===== config.mk =====
export PLATFORM = sky130hd
export DESIGN_NAME = ultrasonic_trigger_sequencer
export DESIGN_NICKNAME = d
export VERILOG_FILES = /design/src/rtl/ultrasonic_pkg.sv /design/src/rtl/echo_sync_edge.sv /design/src/rtl/ultrasonic_trigger_sequencer.sv
export SDC_FILE = /design/constraint.sdc
export NUM_CORES = 1
export LEC_CHECK = 0
export BUFFER_PORTS_ARGS = -buffer_cell sky130_fd_sc_hd__buf_2
export CORE_ASPECT_RATIO = 1.5
export CORE_MARGIN = 1.5
export CORE_UTILIZATION = 39
export DETAILED_ROUTE_END_ITERATION = 10
export HOLD_SLACK_MARGIN = 0.03
export SKIP_LAST_GASP = 1
export SLEW_MARGIN = 10
export SYNTH_ARGS = -nofsm -noshare
export SYNTH_HDL_FRONTEND = slang
export SYNTH_HIERARCHICAL = 1
export SYNTH_SLANG_ARGS = --single-unit

===== constraint.sdc =====
create_clock -name clk -period 2 [get_ports clk]
set_input_delay 0.2 -clock clk [delete_from_list [all_inputs] [get_ports clk]]
set_output_delay 0.2 -clock clk [all_outputs]
set_load 0.005 [all_outputs]

===== src/rtl/ultrasonic_pkg.sv =====
// ultrasonic_pkg
// Shared definitions for the ultrasonic ranging front end:
//   - state_t     : sequencer state encoding (also exported on the debug port)
//   - DEF_*       : default timing constants for a 50 MHz system clock
//   - sat_inc8    : saturating 8-bit increment used by status counters
package ultrasonic_pkg;

  typedef enum logic [2:0] {
    IDLE      = 3'd0,
    CLEAR     = 3'd1,
    TRIG      = 3'd2,
    WAIT_RISE = 3'd3,
    WAIT_FALL = 3'd4,
    HOLDOFF   = 3'd5
  } state_t;

  // 10 us trigger, 30 ms echo window, 60 ms shot period at 50 MHz.
  localparam int DEF_TRIG_CYCLES    = 500;
  localparam int DEF_TIMEOUT_CYCLES = 1500000;
  localparam int DEF_PERIOD_CYCLES  = 3000000;
  localparam int DEF_CNT_WIDTH      = 22;

  function automatic logic [7:0] sat_inc8(input logic [7:0] v);
    return (v == 8'hFF) ? v : v + 8'd1;
  endfunction

endpackage


===== src/rtl/echo_sync_edge.sv =====
// echo_sync_edge
// Two-flop synchroniser for an asynchronous sensor line, followed by one
// delay register used for edge detection.
// Ports:
//   clk, reset : system clock, synchronous active-high reset
//   i_async    : raw asynchronous input
//   o_sync     : synchronised level (2 cycles after i_async)
//   o_rise     : high for one cycle when o_sync goes 0->1
//   o_fall     : high for one cycle when o_sync goes 1->0
module echo_sync_edge (
  input  logic clk,
  input  logic reset,
  input  logic i_async,
  output logic o_sync,
  output logic o_rise,
  output logic o_fall
);

  logic r_meta;
  logic r_sync;
  logic r_sync_d;

  always_ff @(posedge clk) begin
    if (reset) begin
      r_meta   <= 1'b0;
      r_sync   <= 1'b0;
      r_sync_d <= 1'b0;
    end else begin
      r_meta   <= i_async;
      r_sync   <= r_meta;
      r_sync_d <= r_sync;
    end
  end

  assign o_sync = r_sync;
  assign o_rise = r_sync & ~r_sync_d;
  assign o_fall = ~r_sync & r_sync_d;

endmodule


===== src/rtl/ultrasonic_trigger_sequencer.sv =====
// ultrasonic_trigger_sequencer
// Fires the ultrasonic trigger on a fixed period, clears the downstream
// pulse timer before each shot, and watches the synchronised echo for a
// complete pulse or a timeout.
// Ports:
//   clk, reset    : system clock, synchronous active-high reset
//   enable        : run periodic shots while high; dropping it mid-shot aborts
//   echo_in       : raw asynchronous echo from the sensor
//   trigger_out   : sensor trigger pulse (TRIG_CYCLES wide)
//   echo_sync     : synchronised echo for the pulse timer
//   timer_reset   : clear for the pulse timer (high in IDLE and CLEAR)
//   busy          : high in any state other than IDLE
//   meas_done     : one-cycle pulse, echo fell (valid measurement)
//   timeout       : one-cycle pulse, shot lost
//   shot_count    : completed shots, wraps
//   timeout_count : timeouts, saturates at 255
//   dbg_state     : current state_t encoding
module ultrasonic_trigger_sequencer
  import ultrasonic_pkg::*;
#(
  parameter int TRIG_CYCLES    = DEF_TRIG_CYCLES,
  parameter int TIMEOUT_CYCLES = DEF_TIMEOUT_CYCLES,
  parameter int PERIOD_CYCLES  = DEF_PERIOD_CYCLES,
  parameter int CNT_WIDTH      = DEF_CNT_WIDTH
) (
  input  logic       clk,
  input  logic       reset,
  input  logic       enable,
  input  logic       echo_in,
  output logic       trigger_out,
  output logic       echo_sync,
  output logic       timer_reset,
  output logic       busy,
  output logic       meas_done,
  output logic       timeout,
  output logic [7:0] shot_count,
  output logic [7:0] timeout_count,
  output logic [2:0] dbg_state
);

  localparam logic [CNT_WIDTH-1:0] TRIG_LAST   = CNT_WIDTH'(TRIG_CYCLES - 1);
  localparam logic [CNT_WIDTH-1:0] WAIT_LAST   = CNT_WIDTH'(TIMEOUT_CYCLES - 1);
  localparam logic [CNT_WIDTH-1:0] PERIOD_LAST = CNT_WIDTH'(PERIOD_CYCLES - 1);
  localparam logic [CNT_WIDTH-1:0] CNT_ONE     = CNT_WIDTH'(1);

  state_t               r_state;
  state_t               w_next_state;
  logic                 w_done_evt;
  logic                 w_timeout_evt;
  logic                 w_trigger_nx;
  logic                 w_timer_reset_nx;
  logic                 w_busy_nx;
  logic                 w_rise;
  logic                 w_fall;
  logic                 w_sync;
  logic [CNT_WIDTH-1:0] r_period_cnt;
  logic [CNT_WIDTH-1:0] r_trig_cnt;
  logic [CNT_WIDTH-1:0] r_wait_cnt;
  logic                 r_trigger;
  logic                 r_timer_reset;
  logic                 r_busy;
  logic                 r_meas_done;
  logic                 r_timeout;
  logic [7:0]           r_shot_count;
  logic [7:0]           r_timeout_count;

  echo_sync_edge u_echo (
    .clk     (clk),
    .reset   (reset),
    .i_async (echo_in),
    .o_sync  (w_sync),
    .o_rise  (w_rise),
    .o_fall  (w_fall)
  );

  // Next-state logic. Losing enable in an active shot phase beats every
  // other condition so an abort never emits a done/timeout pulse.
  always_comb begin
    w_next_state  = r_state;
    w_done_evt    = 1'b0;
    w_timeout_evt = 1'b0;
    case (r_state)
      IDLE:      if (enable) w_next_state = CLEAR;
      CLEAR:     w_next_state = TRIG;
      TRIG: begin
        if (!enable)                      w_next_state = IDLE;
        else if (r_trig_cnt == TRIG_LAST) w_next_state = WAIT_RISE;
      end
      WAIT_RISE: begin
        // Only a fresh rising edge counts; a level still high from before
        // the trigger produces no rise and is ignored.
        if (!enable)      w_next_state = IDLE;
        else if (w_rise)  w_next_state = WAIT_FALL;
        else if (r_wait_cnt == WAIT_LAST) begin
          w_next_state  = HOLDOFF;
          w_timeout_evt = 1'b1;
        end
      end
      WAIT_FALL: begin
        // Fall is checked first so it wins a tie with the timeout. The >=
        // also catches a rise taken on the very last window cycle.
        if (!enable) w_next_state = IDLE;
        else if (w_fall) begin
          w_next_state = HOLDOFF;
          w_done_evt   = 1'b1;
        end else if (r_wait_cnt >= WAIT_LAST) begin
          w_next_state  = HOLDOFF;
          w_timeout_evt = 1'b1;
        end
      end
      HOLDOFF: begin
        if (r_period_cnt == PERIOD_LAST) w_next_state = enable ? CLEAR : IDLE;
      end
      default:   w_next_state = IDLE;
    endcase
  end

  // Output decode from the next state so the registered outputs line up
  // with the state they describe.
  always_comb begin
    w_trigger_nx     = (w_next_state == TRIG);
    w_timer_reset_nx = (w_next_state == IDLE) || (w_next_state == CLEAR);
    w_busy_nx        = (w_next_state != IDLE);
  end

  always_ff @(posedge clk) begin
    if (reset) begin
      r_state         <= IDLE;
      r_period_cnt    <= '0;
      r_trig_cnt      <= '0;
      r_wait_cnt      <= '0;
      r_trigger       <= 1'b0;
      r_timer_reset   <= 1'b1;
      r_busy          <= 1'b0;
      r_meas_done     <= 1'b0;
      r_timeout       <= 1'b0;
      r_shot_count    <= 8'd0;
      r_timeout_count <= 8'd0;
    end else begin
      r_state       <= w_next_state;
      r_trigger     <= w_trigger_nx;
      r_timer_reset <= w_timer_reset_nx;
      r_busy        <= w_busy_nx;
      r_meas_done   <= w_done_evt;
      r_timeout     <= w_timeout_evt;
      if (w_done_evt || w_timeout_evt) r_shot_count <= r_shot_count + 8'd1;
      if (w_timeout_evt) r_timeout_count <= sat_inc8(r_timeout_count);
      // period_cnt holds the number of cycles since CLEAR was entered, so
      // CLEAR-to-CLEAR is exactly PERIOD_CYCLES whatever the echo does.
      if ((w_next_state == CLEAR) || (w_next_state == IDLE)) r_period_cnt <= '0;
      else                                                   r_period_cnt <= r_period_cnt + CNT_ONE;
      if (r_state == TRIG) r_trig_cnt <= r_trig_cnt + CNT_ONE;
      else                 r_trig_cnt <= '0;
      // wait_cnt runs across both wait states; the window covers rise and fall.
      if ((r_state == WAIT_RISE) || (r_state == WAIT_FALL)) r_wait_cnt <= r_wait_cnt + CNT_ONE;
      else                                                  r_wait_cnt <= '0;
    end
  end

  assign trigger_out   = r_trigger;
  assign echo_sync     = w_sync;
  assign timer_reset   = r_timer_reset;
  assign busy          = r_busy;
  assign meas_done     = r_meas_done;
  assign timeout       = r_timeout;
  assign shot_count    = r_shot_count;
  assign timeout_count = r_timeout_count;
  assign dbg_state     = r_state;

endmodule


Yosys cells after proc, flatten, opt, wreduce, memory -nomap -nowiden
Index checks and enable logic that the tools add are counted.

Output and inout port bits: 25. Word-level logic and storage cells: 70. Flip-flop bits (word level): 93. Bits of input ports: 4.

Magnitude comparators: 1. Multiplexer cells: 22. Bitwise operators: 7. Eq/ne operators: 11. Add/subtract/negate cells: 5. Reduce and logical (&&, ||, !) cells: 10.

Operators with widths (count): adder 22 x 1 -> 22 bit, second input constant (3); two-way mux 3 bit (10); equality test 22 x 21 -> 1 bit, second input constant (1); equality test 22 bit, second input constant (1); equality test 22 x 9 -> 1 bit, second input constant (1); >= comparator 22 x 21 -> 1 bit, second input constant (1); case mux 3 bit (6 select lines) (1); adder 8 x 1 -> 8 bit, second input constant (2); two-way mux 1 bit (10); equality test 3 x 2 -> 1 bit, second input constant (3); equality test 8 bit, second input constant (1); equality test 3 x 1 -> 1 bit, second input constant (2); equality test 3 bit, second input constant (2); logical NOT 3 bit (2); OR reduction 2 bit (3); NOT 1 bit (5); logical OR 1 bit (3); nonzero test 3 bit (1); bitwise AND 1 bit (2); case mux 1 bit (2 select lines) (1); AND reduction 2 bit (1).

Logic depth before layout (Yosys ltp)
Word-level depth: 8. Depth in mapped cells: 8. Mapped depth without buffers: 7.

Cells and area by module
The synthesis kept the hierarchy.

Modules (own cells, without submodules): ultrasonic_trigger_sequencer (area an instance 4251.6 um2, times used 1, cells each 488, sequential area each 1801.7 um2); echo_sync_edge (area an instance 91.3 um2, times used 1, cells each 8, sequential area each 60.1 um2).

Least setup slack after synthesis
Ideal clock, no wire load.

Path kind: flip-flop to flip-flop. From: register r_wait_cnt[0]. To: register r_shot_count[5] (netlist: shot_count[5]). Stages on the path, launching flop included: 8. Buffers on the path: 0. Library setup time: 123 ps. Arrival: 1976 ps. Period minus slack after synthesis: 2100 ps. Required time: 1877 ps. Path slack: -100 ps. Cell sequence: dfxtp_1 -> ha_1 -> and4_1 -> nor2_1 -> or3_4 -> a31o_4 -> a211oi_2 -> mux2_1.

Cells in the longest elaborated chain, start to end: 6. Elaborated cells on any way between the ends: 10. Those cells by class: order compare (1); eq/ne (1); mux (7); reduce/logical (1).

Ends and longest elaborated chain: start: declaration (line ultrasonic_trigger_sequencer.sv:58) `logic [CNT_WIDTH-1:0] r_wait_cnt;`; start signal: assignment (line ultrasonic_trigger_sequencer.sv:155) `if ((r_state == WAIT_RISE) || (r_state == WAIT_FALL)) r_wait_cnt <= r_wait_cnt + CNT_ONE;`; >= comparator 22 x 21 -> 1 bit / equality test 22 x 21 -> 1 bit (equally long branches) (line ultrasonic_trigger_sequencer.sv:106, ultrasonic_trigger_sequencer.sv:94); two-way mux 1 bit, on equally long branches (line ultrasonic_trigger_sequencer.sv:106, ultrasonic_trigger_sequencer.sv:94); two-way mux 1 bit, on equally long branches (line ultrasonic_trigger_sequencer.sv:103, ultrasonic_trigger_sequencer.sv:93); two-way mux 1 bit, on equally long branches (line ultrasonic_trigger_sequencer.sv:102, ultrasonic_trigger_sequencer.sv:92); case mux 1 bit (2 select lines) * (line ultrasonic_trigger_sequencer.sv:82) `case (r_state)`; logical OR 1 bit * (line ultrasonic_trigger_sequencer.sv:146) `if (w_done_evt || w_timeout_evt) r_shot_count <= r_shot_count + 8'd1;`; end signal: assignment (line ultrasonic_trigger_sequencer.sv:146); end: declaration (line ultrasonic_trigger_sequencer.sv:64) `logic [7:0] r_shot_count;`.

Mark *: on every way between the ends. The rest lies on a longest branch, timed or not. A chain may end at the register's enable or synchronous reset.

Worst setup path after layout
From: register r_wait_cnt[12]. To: register r_shot_count[5] (netlist: shot_count[5]).

The elaborated chain is that of the path after synthesis.

==> qor.csv <==
stage,metric,value,unit
timing,Final Hold Slack,69.90,ps
timing,fmax,476.6,MHz
timing,pin slew with the least headroom to its limit,388.6,ps
timing,RSZ-0062 raised after global routing,yes,
job,maximum capacitance violations,0,
outcome,run status,"complete, but fails checks",
route,number of design-rule violations left by the first detailed-router iteration,163,
route,average detailed-routed wire length per instance,13.23,um
power,Power Internal,2815,uW
floorplan,core area,10940,um^2
placement,IO Port Bufs,28,
final_layout,final core utilization,50.55,%
route,total vias in the final route,3745,
clock_tree,clock latency on the worst-skew pair,340,ps
critical_path,sort of element at the start of the critical path,register,
global_route,GRT Total Usage,16.79,%
power,net switching power,757.5,uW
critical_path,largest fanout of any net on the critical path,7,
placement,setup slack after placement,-124.7,ps
floorplan,starting utilization of the core area,39.70,%
clock_tree,clock buffer count from CTS,9,
final_layout,highest-count cells in the layout ignoring fill and taps,"sky130_fd_sc_hd__dfxtp_1 (79), sky130_fd_sc_hd__nor2_1 (65), sky130_fd_sc_hd__buf_4 (58), sky130_fd_sc_hd__xor2_1 (38)",
clock_tree,clock slew at reported path FFs,60,ps
floorplan,number of rows in the core area,47,
final_layout,Filler Cell Count,1044,
floorplan,die width,89.16,um
logic_synthesis,Syn Nets,505,
power,power density cells,646.1,nW/um^2
logic_synthesis,synthesized cell area,4343,um^2
power,peak ir drop on the vdd network,0.3861,mV
final_layout,footprint of the multi-input gates,2502,um^2
logic_synthesis,part of the Yosys area used for sequential elements,42.87,%
power,share of total power consumed by net switching,21.21,%
final_layout,Sequential cell area,1879,um^2
logic_synthesis,number of synthesis warnings,6,
clock_tree,number of H-tree branching levels,3,
power,part of the power in registers,52.4,%
floorplan,I/O Pins,29,
timing,fin. max-slew vios,0,
timing,final clock skew,5.109,ps
final_layout,most frequent standard cell in the layout excluding fill and tap cells,sky130_fd_sc_hd__dfxtp_1,
logic_synthesis,synthesized area per cell,8.756,um^2
timing,final setup violating endpoints,34,
global_route,first-pass GRT wire length,15950,um
route,final wirelength,9659,um
final_layout,"Net count, final",589,
timing,final total negative setup slack,-896.2,ps
critical_path,WP data arrival,2320,ps
critical_path,Crit Path Class,register to register,
power,proportion of power drawn by the clock network,44.2,%
logic_synthesis,distinct cell type count after synthesis,62,
clock_tree,count of clock tree sinks,93,
logic_synthesis,async set-reset flop share out of synthesis,0,%
critical_path,CP Capture Type,register,
timing,share of the clock period used by the worst path,104.9,%
clock_tree,Bufs on Longest Clock Path,2,
logic_synthesis,number of instances in the synthesized netlist,496,
timing,Final Worst Setup Slack,-98.22,ps
floorplan,Die Footprint,11790,um^2
logic_synthesis,"EDFF count, synth",0,
clock_tree,TritonCTS clock tree,done,
final_layout,share of cells above drive strength 1,26.42,%
route,via density per instance,5.130,
logic_synthesis,register bit count reported by yosys,93,
global_route,GRT Residual Overflow,0,
global_route,number of global-route vias before repair,3638,
clock_tree,"Hold-fix buffers, CTS",0,
placement,global placement routability congestion,0.8183,
timing,final hold violation count,0,
clock_tree,root buf cell,sky130_fd_sc_hd__clkbuf_16,
min_path,class of the most critical hold timing path,input port to register,
outcome,violations in the final reports,negative setup slack,
critical_path,required time at the endpoint of the critical path,2230,ps
global_route,antenna violations before repair,0,
route,drt first pass iters,4,
power,Gate power share,3.4,%
global_route,largest net degree at the start of global routing,26,
final_layout,area growth from synthesis to layout,27.31,%
power,leakage power total,0.002058,uW
final_layout,antenna diode count,0,
timing,Slew headroom,73.90,%
placement,half-perimeter wire length after detailed placement,6777,um
floorplan,die outline height,132.2,um
logic_synthesis,primary flip-flop cell chosen by synthesis mapping,sky130_fd_sc_hd__dfxtp_1,
timing,Final min period,2098,ps
route,remaining number of nets flagged by the antenna check after routing,0,
route,number of DRC violations after detailed routing,0,
## stage by stage
step	total power [uW]	instance area, um^2	cells
2_1_floorplan	1971	4374	496
3_3_place_gp	2017	5047	708
3_5_place_dp	2020	5047	708
4_1_cts	3602	5424	726
5_1_grt	3688	5529	730
6_report	3572	5529	730
## path summary, 6_finish.rpt
path                                      start               to  slack (ps)  cells after the start
worst max register to register   r_wait_cnt[12]    shot_count[5]        -100                      6
worst min register to register  r_period_cnt[0]  r_period_cnt[0]         430                      1
worst min-delay path                    echo_in    u_echo/r_meta          70                      2
worst max-delay path             r_wait_cnt[12]    shot_count[5]        -100                      6
## power groups by stage
stage	combinational [uW]	clock [uW]	sequential (uW)
after floorplan	58.5	0	1910
after global placement	105	0	1910
after detailed placement	106	0	1910
after CTS	109	1620	1870
after global routing	135	1680	1870
final	123	1580	1870
## metal layers
metal / vias up / routed length, um / track usage (%)
li1: 1917 / - / -
met1: 1780 / 4149 / 19.12
met2: 35 / 5128 / 29.74
met3: 13 / 218 / 3.256
met4: 0 / 163 / 6.838
met5: - / 0 / 0
## synth_stat cells (2+ instances only)
| cell type | n | area [um^2] |
|---|---|---|
| sky130_fd_sc_hd__o21bai_1 | 2 | 15.01 |
| sky130_fd_sc_hd__ha_1 | 5 | 62.56 |
| sky130_fd_sc_hd__nor4_1 | 6 | 37.54 |
| sky130_fd_sc_hd__and3_1 | 12 | 75.07 |
| sky130_fd_sc_hd__dfxtp_1 | 93 | 1862 |
| sky130_fd_sc_hd__nor4bb_1 | 3 | 30.03 |
| sky130_fd_sc_hd__nor3_1 | 10 | 50.05 |
| sky130_fd_sc_hd__o21ai_0 | 7 | 35.03 |
| sky130_fd_sc_hd__o31ai_1 | 4 | 30.03 |
| sky130_fd_sc_hd__buf_2 | 6 | 30.03 |
| sky130_fd_sc_hd__nor3_2 | 3 | 30.03 |
| sky130_fd_sc_hd__nor2_1 | 66 | 247.7 |
| sky130_fd_sc_hd__mux2_2 | 5 | 56.30 |
| sky130_fd_sc_hd__xor2_1 | 38 | 332.8 |
| sky130_fd_sc_hd__nand3_1 | 33 | 165.2 |
| sky130_fd_sc_hd__nand2_1 | 35 | 131.4 |
| sky130_fd_sc_hd__nand2b_1 | 3 | 18.77 |
| sky130_fd_sc_hd__or3_1 | 5 | 31.28 |
| sky130_fd_sc_hd__nand3b_1 | 4 | 30.03 |
| sky130_fd_sc_hd__a21boi_0 | 2 | 15.01 |
| sky130_fd_sc_hd__or4_1 | 4 | 30.03 |
| sky130_fd_sc_hd__nand4_1 | 16 | 100.1 |
| sky130_fd_sc_hd__clkbuf_1 | 11 | 41.29 |
| sky130_fd_sc_hd__inv_1 | 11 | 41.29 |
| sky130_fd_sc_hd__and4_1 | 6 | 52.55 |
| sky130_fd_sc_hd__nor4b_1 | 2 | 17.52 |
| sky130_fd_sc_hd__nor2b_1 | 12 | 75.07 |
| sky130_fd_sc_hd__xnor2_1 | 18 | 157.7 |
| sky130_fd_sc_hd__a31oi_1 | 2 | 12.51 |
| sky130_fd_sc_hd__and2_1 | 5 | 31.28 |
| sky130_fd_sc_hd__a21oi_1 | 36 | 180.2 |
## layout make-up
type	instances	area share [%]
Multi-Input combinational cell	374	45.26
Sequential cell	93	33.99
Timing Repair Buffer	90	11.79
Clock buffer	12	4.639
Tap cell	147	3.327
Inverter	12	0.8147
Clock inverter	2	0.1810
## cell families (layout without fill, tap and decap cells)
logic type      count (synthesis)  count (layout)  share of synthesized area (%)
simple gates                  238             239                          29.59
mux                             7               7                          1.786
fa+ha+maj                       5               5                          1.441
buf+inv                        30             116                          2.939
flops                          93              93                          42.87
xor+xnor                       56              56                          11.29
compound gates                 67              67                          10.08
## state kept, by name (all words and copies together) (netlist names)
register / cells
dbg_state: 3
timeout_count: 8
timeout: 1
r_period_cnt: 22
trigger_out: 1
u_echo/r_sync_d: 1
busy: 1
meas_done: 1
r_wait_cnt: 22
u_echo/r_meta: 1
shot_count: 8
r_trig_cnt: 22
u_echo/o_sync: 1
timer_reset: 1
## worst max-delay path: stages, from the launching register on
cell and delay [ps]:
sky130_fd_sc_hd__dfxtp_2 330, sky130_fd_sc_hd__nor3_4 220, sky130_fd_sc_hd__nand4_1 170, sky130_fd_sc_hd__or3_4 440
sky130_fd_sc_hd__a31o_4 260, sky130_fd_sc_hd__a211oi_2 230, sky130_fd_sc_hd__mux2_1 330
## timing repair
item,CTS,global route
setup buffers,4,2
endpoints found under the setup margin,15,41
pin swaps,12,12
gates resized for setup,19,13
cloned,0,2
endpoints found under the hold margin,0,0
Note: power is estimated with default switching activity, not from simulation.
